`src/rtl/mem_arbiter_pkg.sv`:
```
// Shared types for the cache-refill / write-back memory arbiter.
package mem_arbiter_pkg;
  localparam int ARB_LINE_WORDS = 4;

  typedef enum logic [2:0] {IDLE, ADDR, RDATA, WDATA, DONE} arb_state_t;
  typedef enum logic {ARB_OWNER_I, ARB_OWNER_D} arb_owner_t;

  // Line-aligned burst base: drop the word-in-line and byte-in-word bits.
  function automatic logic [31:0] line_base(input logic [31:0] a, input int bw);
    line_base = a & ~((32'd1 << (bw + 2)) - 32'd1);
  endfunction
endpackage

```
`src/rtl/mem_arbiter_if.sv`:
```
// Cache-side and memory-side signal bundle of the arbiter.
interface mem_arbiter_if import mem_arbiter_pkg::*; #(
  parameter int LINE_WORDS = ARB_LINE_WORDS
);
  localparam int BW = $clog2(LINE_WORDS);

  logic          ireq_i;
  logic [31:0]   iaddr_i;
  logic          igrant_o;
  logic          irvalid_o;
  logic [31:0]   irdata_o;
  logic          idone_o;

  logic          dreq_i;
  logic          dwe_i;
  logic [31:0]   daddr_i;
  logic [31:0]   dwdata_i;
  logic          dgrant_o;
  logic          drvalid_o;
  logic [31:0]   drdata_o;
  logic          ddone_o;

  logic [BW-1:0] beat_o;

  logic          mem_req_o;
  logic          mem_we_o;
  logic [31:0]   mem_addr_o;
  logic          mem_ready_i;
  logic          mem_rvalid_i;
  logic [31:0]   mem_rdata_i;
  logic          mem_wvalid_o;
  logic [31:0]   mem_wdata_o;
  logic          mem_wready_i;

  logic          busy_o;

  modport slave (
    input  ireq_i, iaddr_i, dreq_i, dwe_i, daddr_i, dwdata_i,
           mem_ready_i, mem_rvalid_i, mem_rdata_i, mem_wready_i,
    output igrant_o, irvalid_o, irdata_o, idone_o,
           dgrant_o, drvalid_o, drdata_o, ddone_o, beat_o,
           mem_req_o, mem_we_o, mem_addr_o, mem_wvalid_o, mem_wdata_o, busy_o
  );

  modport master (
    output ireq_i, iaddr_i, dreq_i, dwe_i, daddr_i, dwdata_i,
           mem_ready_i, mem_rvalid_i, mem_rdata_i, mem_wready_i,
    input  igrant_o, irvalid_o, irdata_o, idone_o,
           dgrant_o, drvalid_o, drdata_o, ddone_o, beat_o,
           mem_req_o, mem_we_o, mem_addr_o, mem_wvalid_o, mem_wdata_o, busy_o
  );
endinterface

```
`src/rtl/mem_arbiter.sv`:
```
// Two-client (I$ refill, D$ refill/write-back) line-burst arbiter onto one memory port.
module mem_arbiter import mem_arbiter_pkg::*; #(
  parameter int LINE_WORDS = ARB_LINE_WORDS,
  parameter int DEBUG      = 1
) (
  input  logic           clk,
  input  logic           rst_n,
  mem_arbiter_if.slave   bus
);
  localparam int            BW   = $clog2(LINE_WORDS);
  localparam logic [BW-1:0] LAST = BW'(LINE_WORDS - 1);

  arb_state_t    state;
  arb_owner_t    owner;
  arb_owner_t    last;
  logic [31:0]   addr;
  logic          we;
  logic [BW-1:0] beat;

  logic d_wins, own_d, own_i, in_rd, in_wr;

  // Alternate under contention: data wins unless it owned the last completed burst.
  assign d_wins = bus.dreq_i && (!bus.ireq_i || last == ARB_OWNER_I);

  always_ff @(posedge clk or negedge rst_n) begin
    if (!rst_n) begin
      state <= IDLE;
      owner <= ARB_OWNER_I;
      last  <= ARB_OWNER_I;
      addr  <= '0;
      we    <= 1'b0;
      beat  <= '0;
    end else begin
      unique case (state)
        IDLE: if (bus.ireq_i || bus.dreq_i) begin
          owner <= d_wins ? ARB_OWNER_D : ARB_OWNER_I;
          addr  <= d_wins ? bus.daddr_i : bus.iaddr_i;
          we    <= d_wins && bus.dwe_i;
          state <= ADDR;
        end
        ADDR: if (bus.mem_ready_i) state <= we ? WDATA : RDATA;
        RDATA: if (bus.mem_rvalid_i) begin
          beat <= beat + BW'(1);
          if (beat == LAST) state <= DONE;
        end
        WDATA: if (bus.mem_wready_i) begin
          beat <= beat + BW'(1);
          if (beat == LAST) state <= DONE;
        end
        DONE: begin
          last  <= owner;
          beat  <= '0;
          state <= IDLE;
        end
        default: state <= IDLE;
      endcase
    end
  end

  // Every output decodes from state, so async reset forces them all low at once.
  assign own_d = (owner == ARB_OWNER_D);
  assign own_i = !own_d;
  assign in_rd = (state == RDATA);
  assign in_wr = (state == WDATA);

  assign bus.busy_o       = (state != IDLE);
  assign bus.igrant_o     = bus.busy_o && own_i;
  assign bus.dgrant_o     = bus.busy_o && own_d;

  assign bus.mem_req_o    = (state == ADDR);
  assign bus.mem_we_o     = bus.mem_req_o && we;
  assign bus.mem_addr_o   = bus.mem_req_o ? line_base(addr, BW) : '0;

  assign bus.irvalid_o    = in_rd && own_i && bus.mem_rvalid_i;
  assign bus.drvalid_o    = in_rd && own_d && bus.mem_rvalid_i;
  assign bus.irdata_o     = bus.irvalid_o ? bus.mem_rdata_i : '0;
  assign bus.drdata_o     = bus.drvalid_o ? bus.mem_rdata_i : '0;

  assign bus.mem_wvalid_o = in_wr;
  assign bus.mem_wdata_o  = in_wr ? bus.dwdata_i : '0;

  assign bus.idone_o      = (state == DONE) && own_i;
  assign bus.ddone_o      = (state == DONE) && own_d;
  assign bus.beat_o       = beat;

  generate
    if (DEBUG != 0) begin : g_dbg
      always @(posedge clk) begin
        if (rst_n) begin
          assert (!(bus.igrant_o && bus.dgrant_o));
          assert (state != IDLE || beat == '0);
        end
      end
    end
  endgenerate
endmodule

```
`src/flat_wrapper.sv`:
```
// flat-port wrapper written by rule: the top's interface ports become plain ports
module mem_arbiter_flat import mem_arbiter_pkg::*;
#(
  parameter int LINE_WORDS = ARB_LINE_WORDS,
  parameter int DEBUG      = 1
)
  (clk, rst_n, bus_ireq_i, bus_iaddr_i, bus_dreq_i, bus_dwe_i, bus_daddr_i, bus_dwdata_i, bus_mem_ready_i, bus_mem_rvalid_i, bus_mem_rdata_i, bus_mem_wready_i, bus_igrant_o, bus_irvalid_o, bus_irdata_o, bus_idone_o, bus_dgrant_o, bus_drvalid_o, bus_drdata_o, bus_ddone_o, bus_beat_o, bus_mem_req_o, bus_mem_we_o, bus_mem_addr_o, bus_mem_wvalid_o, bus_mem_wdata_o, bus_busy_o);
  mem_arbiter_if #(.LINE_WORDS(LINE_WORDS)) bus_i ();
  input  logic clk;
  input  logic rst_n;
  input wire logic [$bits(bus_i.ireq_i)-1:0] bus_ireq_i;
  input wire logic [$bits(bus_i.iaddr_i)-1:0] bus_iaddr_i;
  input wire logic [$bits(bus_i.dreq_i)-1:0] bus_dreq_i;
  input wire logic [$bits(bus_i.dwe_i)-1:0] bus_dwe_i;
  input wire logic [$bits(bus_i.daddr_i)-1:0] bus_daddr_i;
  input wire logic [$bits(bus_i.dwdata_i)-1:0] bus_dwdata_i;
  input wire logic [$bits(bus_i.mem_ready_i)-1:0] bus_mem_ready_i;
  input wire logic [$bits(bus_i.mem_rvalid_i)-1:0] bus_mem_rvalid_i;
  input wire logic [$bits(bus_i.mem_rdata_i)-1:0] bus_mem_rdata_i;
  input wire logic [$bits(bus_i.mem_wready_i)-1:0] bus_mem_wready_i;
  output wire logic [$bits(bus_i.igrant_o)-1:0] bus_igrant_o;
  output wire logic [$bits(bus_i.irvalid_o)-1:0] bus_irvalid_o;
  output wire logic [$bits(bus_i.irdata_o)-1:0] bus_irdata_o;
  output wire logic [$bits(bus_i.idone_o)-1:0] bus_idone_o;
  output wire logic [$bits(bus_i.dgrant_o)-1:0] bus_dgrant_o;
  output wire logic [$bits(bus_i.drvalid_o)-1:0] bus_drvalid_o;
  output wire logic [$bits(bus_i.drdata_o)-1:0] bus_drdata_o;
  output wire logic [$bits(bus_i.ddone_o)-1:0] bus_ddone_o;
  output wire logic [$bits(bus_i.beat_o)-1:0] bus_beat_o;
  output wire logic [$bits(bus_i.mem_req_o)-1:0] bus_mem_req_o;
  output wire logic [$bits(bus_i.mem_we_o)-1:0] bus_mem_we_o;
  output wire logic [$bits(bus_i.mem_addr_o)-1:0] bus_mem_addr_o;
  output wire logic [$bits(bus_i.mem_wvalid_o)-1:0] bus_mem_wvalid_o;
  output wire logic [$bits(bus_i.mem_wdata_o)-1:0] bus_mem_wdata_o;
  output wire logic [$bits(bus_i.busy_o)-1:0] bus_busy_o;
  assign bus_i.ireq_i = bus_ireq_i;
  assign bus_i.iaddr_i = bus_iaddr_i;
  assign bus_i.dreq_i = bus_dreq_i;
  assign bus_i.dwe_i = bus_dwe_i;
  assign bus_i.daddr_i = bus_daddr_i;
  assign bus_i.dwdata_i = bus_dwdata_i;
  assign bus_i.mem_ready_i = bus_mem_ready_i;
  assign bus_i.mem_rvalid_i = bus_mem_rvalid_i;
  assign bus_i.mem_rdata_i = bus_mem_rdata_i;
  assign bus_i.mem_wready_i = bus_mem_wready_i;
  assign bus_igrant_o = bus_i.igrant_o;
  assign bus_irvalid_o = bus_i.irvalid_o;
  assign bus_irdata_o = bus_i.irdata_o;
  assign bus_idone_o = bus_i.idone_o;
  assign bus_dgrant_o = bus_i.dgrant_o;
  assign bus_drvalid_o = bus_i.drvalid_o;
  assign bus_drdata_o = bus_i.drdata_o;
  assign bus_ddone_o = bus_i.ddone_o;
  assign bus_beat_o = bus_i.beat_o;
  assign bus_mem_req_o = bus_i.mem_req_o;
  assign bus_mem_we_o = bus_i.mem_we_o;
  assign bus_mem_addr_o = bus_i.mem_addr_o;
  assign bus_mem_wvalid_o = bus_i.mem_wvalid_o;
  assign bus_mem_wdata_o = bus_i.mem_wdata_o;
  assign bus_busy_o = bus_i.busy_o;
  mem_arbiter #(.LINE_WORDS(LINE_WORDS), .DEBUG(DEBUG)) u_core (.clk(clk), .rst_n(rst_n), .bus(bus_i));
endmodule
```
`config.mk`:
```
export PLATFORM = sky130hd
export DESIGN_NAME = mem_arbiter_flat
export DESIGN_NICKNAME = d
export VERILOG_FILES = /design/src/rtl/mem_arbiter_pkg.sv /design/src/rtl/mem_arbiter_if.sv /design/src/rtl/mem_arbiter.sv /design/src/flat_wrapper.sv
export SDC_FILE = /design/constraint.sdc
export NUM_CORES = 1
export LEC_CHECK = 0
export ABC_AREA = 1
export CAP_MARGIN = 20
export CELL_PAD_IN_SITES_DETAIL_PLACEMENT = 1
export CELL_PAD_IN_SITES_GLOBAL_PLACEMENT = 2
export CORE_ASPECT_RATIO = 0.75
export CORE_MARGIN = 2
export CORE_UTILIZATION = 14
export DETAILED_ROUTE_END_ITERATION = 10
export PLACE_DENSITY = 0.95
export SETUP_SLACK_MARGIN = 0.3
export SLEW_MARGIN = 20
export SYNTH_ARGS = -nofsm -noshare
export SYNTH_HDL_FRONTEND = slang
export SYNTH_SLANG_ARGS = --single-unit
```
`constraint.sdc`:
```
create_clock -name clk -period 3.7 [get_ports clk]
set_input_delay 0.37 -clock clk [delete_from_list [all_inputs] [get_ports clk]]
set_output_delay 0.37 -clock clk [all_outputs]
set_load 0.01 [all_outputs]
```
==> results of run 1 <==
## per-stage QoR
| step | worst slack [ns] | power, mW | instances |
|---|---|---|---|
| 5_1_grt | 0.559 | 3.12 | 939 |
| 4_1_cts | 0.717 | 2.94 | 939 |
| 3_3_place_gp | 0.965 | 2.43 | 931 |
| 3_5_place_dp | 0.934 | 2.48 | 931 |
| 6_report | 0.787 | 2.86 | 939 |
| 2_1_floorplan | 2.14 | 1.68 | 440 |
## flip-flops by register name (all words and copies together) (netlist names)
name,cells
u_core.we,1
u_core.bus.beat_o,2
u_core.own_d,1
u_core.addr,28
u_core.state,3
u_core.last,1
## final cells by class
type,instances,area (um^2)
fillers,2373,13600
clock buffers,8,146
flip-flops and latches,36,901
inverters,111,417
well taps,253,317
repair buffers,266,2650
multi-input cells,265,1250
## path summary, 6_finish.rpt
| path | depth (start not counted) | slack (ns) | from | endpoint |
|---|---|---|---|---|
| min in group clk | 2 | 0.53 | u_core.bus.beat_o[1] | u_core.bus.beat_o[1] |
| hold reg to reg | 2 | 0.53 | u_core.bus.beat_o[1] | u_core.bus.beat_o[1] |
| max in group asynchronous | 1 | 2.93 | rst_n | u_core.state[1] |
| setup / recovery | 6 | 0.79 | u_core.state[2] | bus_drdata_o[16] |
| setup reg to reg | 6 | 1.66 | u_core.state[1] | u_core.addr[24] |
| hold / removal | 1 | 0.21 | rst_n | u_core.addr[17] |
## worst register-to-register path, cell delays in order, from the launching register on
cell and delay (ns):
dfrtp_1 0.45, nor2_4 0.18, nand2_4 0.09, nor2_4 0.45, buf_4 0.45, o21ai_0 0.22, o22ai_2 0.13
## routing by layer
metal,vias up,routed length [um],share of wire
li1,1771,-,-
met1,1643,5170,0.42
met2,131,6200,0.50
met3,16,770,0.062
met4,0,253,0.020
met5,-,0,0
## cell usage in the layout, fill, tap and decap left out, types with 2 or more instances in the layout
cell type        netlist  layout
clkdlybuf4s50_1        0     262
nor2_1               162     162
inv_1                107     107
dfrtp_1               36      36
o21ai_0               32      32
nand2_1               20      20
o22ai_1               17      17
o22ai_2               11      11
nand3_1                7       7
clkbuf_16              0       5
nor2_4                 4       4
inv_2                  4       4
conb_1                 1       4
buf_4                  5       3
nand2_2                2       2
nand3_2                2       2
clkbuf_1               3       2
## cells by family (layout without fill, tap and decap cells)
group / Yosys count / after routing
flip-flops: 36 / 36
adder cells (fa/ha/maj): 1 / 1
AND/OR/NAND/NOR: 199 / 199
AO/OA/AOI/OAI: 61 / 61
buffers and inverters: 139 / 385
other: 1 / 4
## power groups by stage
stage / Clock, mW / Combinational [mW] / Sequential [mW]
floorplan: 0 / 1.01 / 0.668
finish: 0.433 / 1.75 / 0.676
global placement: 0 / 1.75 / 0.677
detailed placement: 0 / 1.79 / 0.688
CTS: 0.454 / 1.80 / 0.683
global route: 0.466 / 1.95 / 0.703
==> results.yml, run 1 <==
timing:
  hold_viol_final: 0
  period_share: 0.787
  worst_clock_skew_ns: 0.00392
  finalSetupTns_ns: 0
  min_period_ns: 2.91
  worst_pin_slew_ns: 0.936
  final-max-slew-violation-count: 0
  holdWs_ns: 0.211
  timing.fmax_mhz: 343
  rsz0062_at_grt: "false"
  maxSlewHeadroom: 0.375
  finalSetupViolCount: 0
routing:
  drc: 0
  wire_per_inst_um: 13.2
  vias: 3561
  antenna_left: 0
  via_per_inst: 3.79
  drtPass1Iterations: 4
  finalWirelength_mm: 12.4
  drtIter0Drc: 89
global_route:
  grt_pass1_vias: 3738
  grtUsageMet3: 0.0282
  grtUsageTotal: 0.114
  grtUsageMet2: 0.211
  grt_use_met1: 0.129
  antenna_found_initial: 0
  overflow: 0
  grt_max_degree: 37
  grt_pass1_wl_mm: 19.3
  busiest_layer: "met2"
status:
  status: "finished, final reports clean"
logic_synthesis:
  syn_area_per_cell_um2: 6.32
  synth_cells: 437
  synth_area_leaders: "dfrtp_1 (33%), nor2_1 (22%), inv_1 (15%), o21ai_0 (5.8%), o22ai_2 (5.0%)"
  synth_edf_count: 0
  yosys-top-cells-count: "nor2_1 (162), inv_1 (107), dfrtp_1 (36)"
  synth.mux.area_fraction: 0
  synth_warnings: 0
  synth_top_family_by_area: "simple AND/OR/NAND/NOR gates"
  synth_largest_area_cell: "dfrtp_1"
  synth.most_common_cell: "nor2_1"
  synth_compound_area_frac: 0.149
  ys.flop_type: "dfrtp_1"
  syn_area_um2: 2760
  ys_async_sr_fraction: 1.00
  ys_seq_area_frac: 0.326
  synth.distinct_cells: 22
  synthAdderAreaFrac: 0.00453
  ys_seq_elements: 36
  yosys.area_share.simple: 0.294
  synth_top_area_share: 0.326
  synthXorXnorAreaFrac: 0
worst_setup_path:
  crit_path_top_delay_cell: "clkdlybuf4s50_1"
  crit_chain: "inv_2 > nand2_2 > nor2_4 > nand3_2 > nor2_1 > clkdlybuf4s50_1"
  crit_buf_inv: 2
  endpoint_kind: "output pin"
  worst_ep_arrival_time_ns: 2.54
  path_class: "reg -> out"
  crit_family: "simple AND/OR/NAND/NOR gates"
  cp-start-kind: "register"
  path_max_fanout: 33
  required_ns: 3.33
  critPathMaxStageDelay_ns: 0.59
floorplanning:
  ios: 276
  rows: 44
  fp.dieArea_um2: 20900
  coreArea_um2: 19300
  start_util: 0.143
  die_h_um: 126
  dieWidth_um: 166
clocking:
  htreeDepth: 2
  clkSinkCount: 36
  clk_path_buf_depth: 2
  post_cts_buffers: 0
  clk_pin_slew_ns: 0.06
  ctsHoldBuffers: 0
  cts_root_buf: "clkbuf_16"
  cts_made_buffers: 5
  post_cts_resized: 0
  clk_latency_ns: 0.28
  tritoncts: "built"
power_and_ir_drop:
  p_int_mw: 1.69
  power_density_nw_per_um2: 504
  p_comb_frac: 0.613
  swShare: 0.408
  irDropWorstVdd_uv: 199
  power_leakage_nw: 2.61
  pwr-share-clk: 0.151
  power_frac_seq: 0.236
  switchingPower_mw: 1.17
final_layout:
  n_antenna_cell: 0
  fin_area_um2: 5680
  fin_util: 0.294
  drive_gt1_frac: 0.0496
  area_growth_pct: 106
  fin_nets: 822
placement:
  io_buffer_count: 263
  dp_hpwl_mm: 9.98
  placed_area_um2: 5540
  gp_routability_congestion: 0.779
flow_run:
  drv_cap: 0
hold_path:
  worstHoldPathType: "in -> async"
No activity file was read; power rests on OpenSTA's default activity.
==> inputs of run 2 (changes only) <==
--- a/config.mk
+++ b/config.mk
@@ -11,9 +11,9 @@
 export CELL_PAD_IN_SITES_GLOBAL_PLACEMENT = 2
 export CORE_ASPECT_RATIO = 0.75
 export CORE_MARGIN = 2
-export CORE_UTILIZATION = 14
+export CORE_UTILIZATION = 13
 export DETAILED_ROUTE_END_ITERATION = 10
-export PLACE_DENSITY = 0.95
+export PLACE_DENSITY = 0.93
 export SETUP_SLACK_MARGIN = 0.3
 export SLEW_MARGIN = 20
 export SYNTH_ARGS = -nofsm -noshare
==> constraint.sdc (replaced) <==
create_clock -name clk -period 2.95 [get_ports clk]
set_input_delay 0.295 -clock clk [delete_from_list [all_inputs] [get_ports clk]]
set_output_delay 0.295 -clock clk [all_outputs]
set_load 0.01 [all_outputs]
==> run 2 against run 1 <==
Compared with the run above:
- first-iteration DRC count up 10%
- via count down 0.79%
- clock skew up 0.0064 ns
- global-route usage down 0.88 points
- register-to-register slack worse by 0.59 ns
- sequential share of layout area down 0.27 points
- cell area up 1.8%
- critical path type unchanged
- critical endpoint is now bus_irdata_o[6]
==> results.yml, run 2 (synthesis gave the netlist of run 1 again) <==
timing:
  min_period_ns: 2.42
  finalSetupTns_ns: 0
  final-max-slew-violation-count: 0
  worst_pin_slew_ns: 0.893
  rsz0062_at_grt: "false"
  setup_ws_ns: 0.527
  timing.fmax_mhz: 413
  hold_viol_final: 0
  finalSetupViolCount: 0
  period_share: 0.821
  maxSlewHeadroom: 0.405
  worst_clock_skew_ns: 0.0104
clocking:
  clk_latency_ns: 0.29
  clk_pin_slew_ns: 0.07
  clk_path_buf_depth: 2
  post_cts_resized: 0
  cts_made_buffers: 5
  cts_root_buf: "clkbuf_16"
  ctsHoldBuffers: 0
  post_cts_buffers: 0
  clkSinkCount: 36
  tritoncts: "built"
  htreeDepth: 2
final_layout:
  final_cell_mix: "clkdlybuf4s50_1 (262), nor2_1 (162), inv_1 (107), dfrtp_1 (36), o21ai_0 (32)"
  fin_nets: 825
  drive_gt1_frac: 0.0566
  largest_register_ffs: 28
  mostFrequentLayoutCell: "clkdlybuf4s50_1"
  n_antenna_cell: 0
  largest-register: "u_core.addr"
  area_growth_pct: 109
floorplanning:
  start_util: 0.131
  fp.dieArea_um2: 22400
  dieWidth_um: 172
  rows: 46
  ios: 276
  die_h_um: 130
  coreArea_um2: 21000
worst_setup_path:
  endpoint_kind: "output pin"
  cp-start-kind: "register"
  required_ns: 2.65
  path_max_fanout: 33
  worst_ep_arrival_time_ns: 2.13
  path_class: "reg -> out"
placement:
  pre_cts_ws_ns: 0.753
  gp_routability_congestion: 0.691
  io_buffer_count: 263
  dp_hpwl_mm: 10.2
power_and_ir_drop:
  power_leakage_nw: 2.63
  power_density_nw_per_um2: 643
  irDropWorstVdd_uv: 238
routing:
  finalWirelength_mm: 12.8
  wire_per_inst_um: 13.1
  drtIter0Drc: 98
  drc: 0
  vias: 3533
  via_per_inst: 3.62
  drtPass1Iterations: 4
  antenna_left: 0
global_route:
  grtUsageMet2: 0.192
  grt_use_met1: 0.121
  grtUsageMet3: 0.0334
  overflow: 0
  antenna_found_initial: 0
  busiest_layer: "met2"
  grt_pass1_vias: 3516
  grtUsageTotal: 0.105
  grt_max_degree: 37
  grt_pass1_wl_mm: 18.5
hold_path:
  worstHoldPathType: "in -> async"
flow_run:
  drv_cap: 0
status:
  status: "finished, final reports clean"
==> run 2: changes by cell type in the layout (fill, tap and decap cells not counted), sizes merged <==
cell	delta
buf	+3
clkbuf	-3
bufinv	+1
clkinv	+1
clkinvlp	+1
==> run 2: cell type report <==
type | count | area, um^2
fill | 2553 | 15200
timing repair buffer | 269 | 2690
multi-input combinational | 265 | 1250
sequential | 36 | 901
inverter | 111 | 417
tap | 288 | 360
clock buffer | 5 | 125
clock inverter | 3 | 42.5
==> run 2: power by group <==
group | switching (mW) | internal, mW | leakage [nW]
Clock | 0.222 | 0.397 | 0.0798
Combinational | 1.18 | 1.07 | 2.11
Sequential | 0.106 | 0.740 | 0.440
==> run 2: critical path, stage by stage (launching register included) <==
cell	delay (ns)
dfrtp_1	0.44
inv_2	0.14
nand2_2	0.10
nor2_4	0.13
nand3_2	0.06
buf_4	0.25
nor2_1	0.15
clkdlybuf4s50_1	0.57
==> run 2: stage by stage <==
stage / cells / area, um^2 / power (mW) / utilization / hold WS [ns]
finish: 977 / 5780 / 3.72 / 0.275 / 0.134
global route: 977 / 5780 / 4.05 / 0.275 / 0.213
CTS: 977 / 5780 / 3.80 / 0.275 / 0.177
detailed placement: 969 / 5610 / 3.16 / 0.267 / 0.492
global placement: 969 / 5610 / 3.11 / 0.267 / 0.477
floorplan: 440 / 2770 / 2.10 / - / -0.000591
==> run 2: final timing paths <==
check                                             to  cells past startpoint                  from  slack [ns]
worst min-delay path                 u_core.addr[12]                      1                 rst_n        0.13
worst max register to register       u_core.addr[26]                      6       u_core.state[1]        1.07
min in group clk                u_core.bus.beat_o[1]                      2  u_core.bus.beat_o[1]        0.52
max in group asynchronous       u_core.bus.beat_o[1]                      1                 rst_n        2.25
worst min register to register  u_core.bus.beat_o[1]                      2  u_core.bus.beat_o[1]        0.52
worst max-delay path                 bus_irdata_o[6]                      7       u_core.state[2]        0.53
==> run 2: layer usage <==
layer | vias to the layer above | share of wire
li1 | 1774 | -
met1 | 1629 | 0.40
met2 | 125 | 0.51
met3 | 5 | 0.090
met4 | 0 | 0.0057
met5 | - | 0
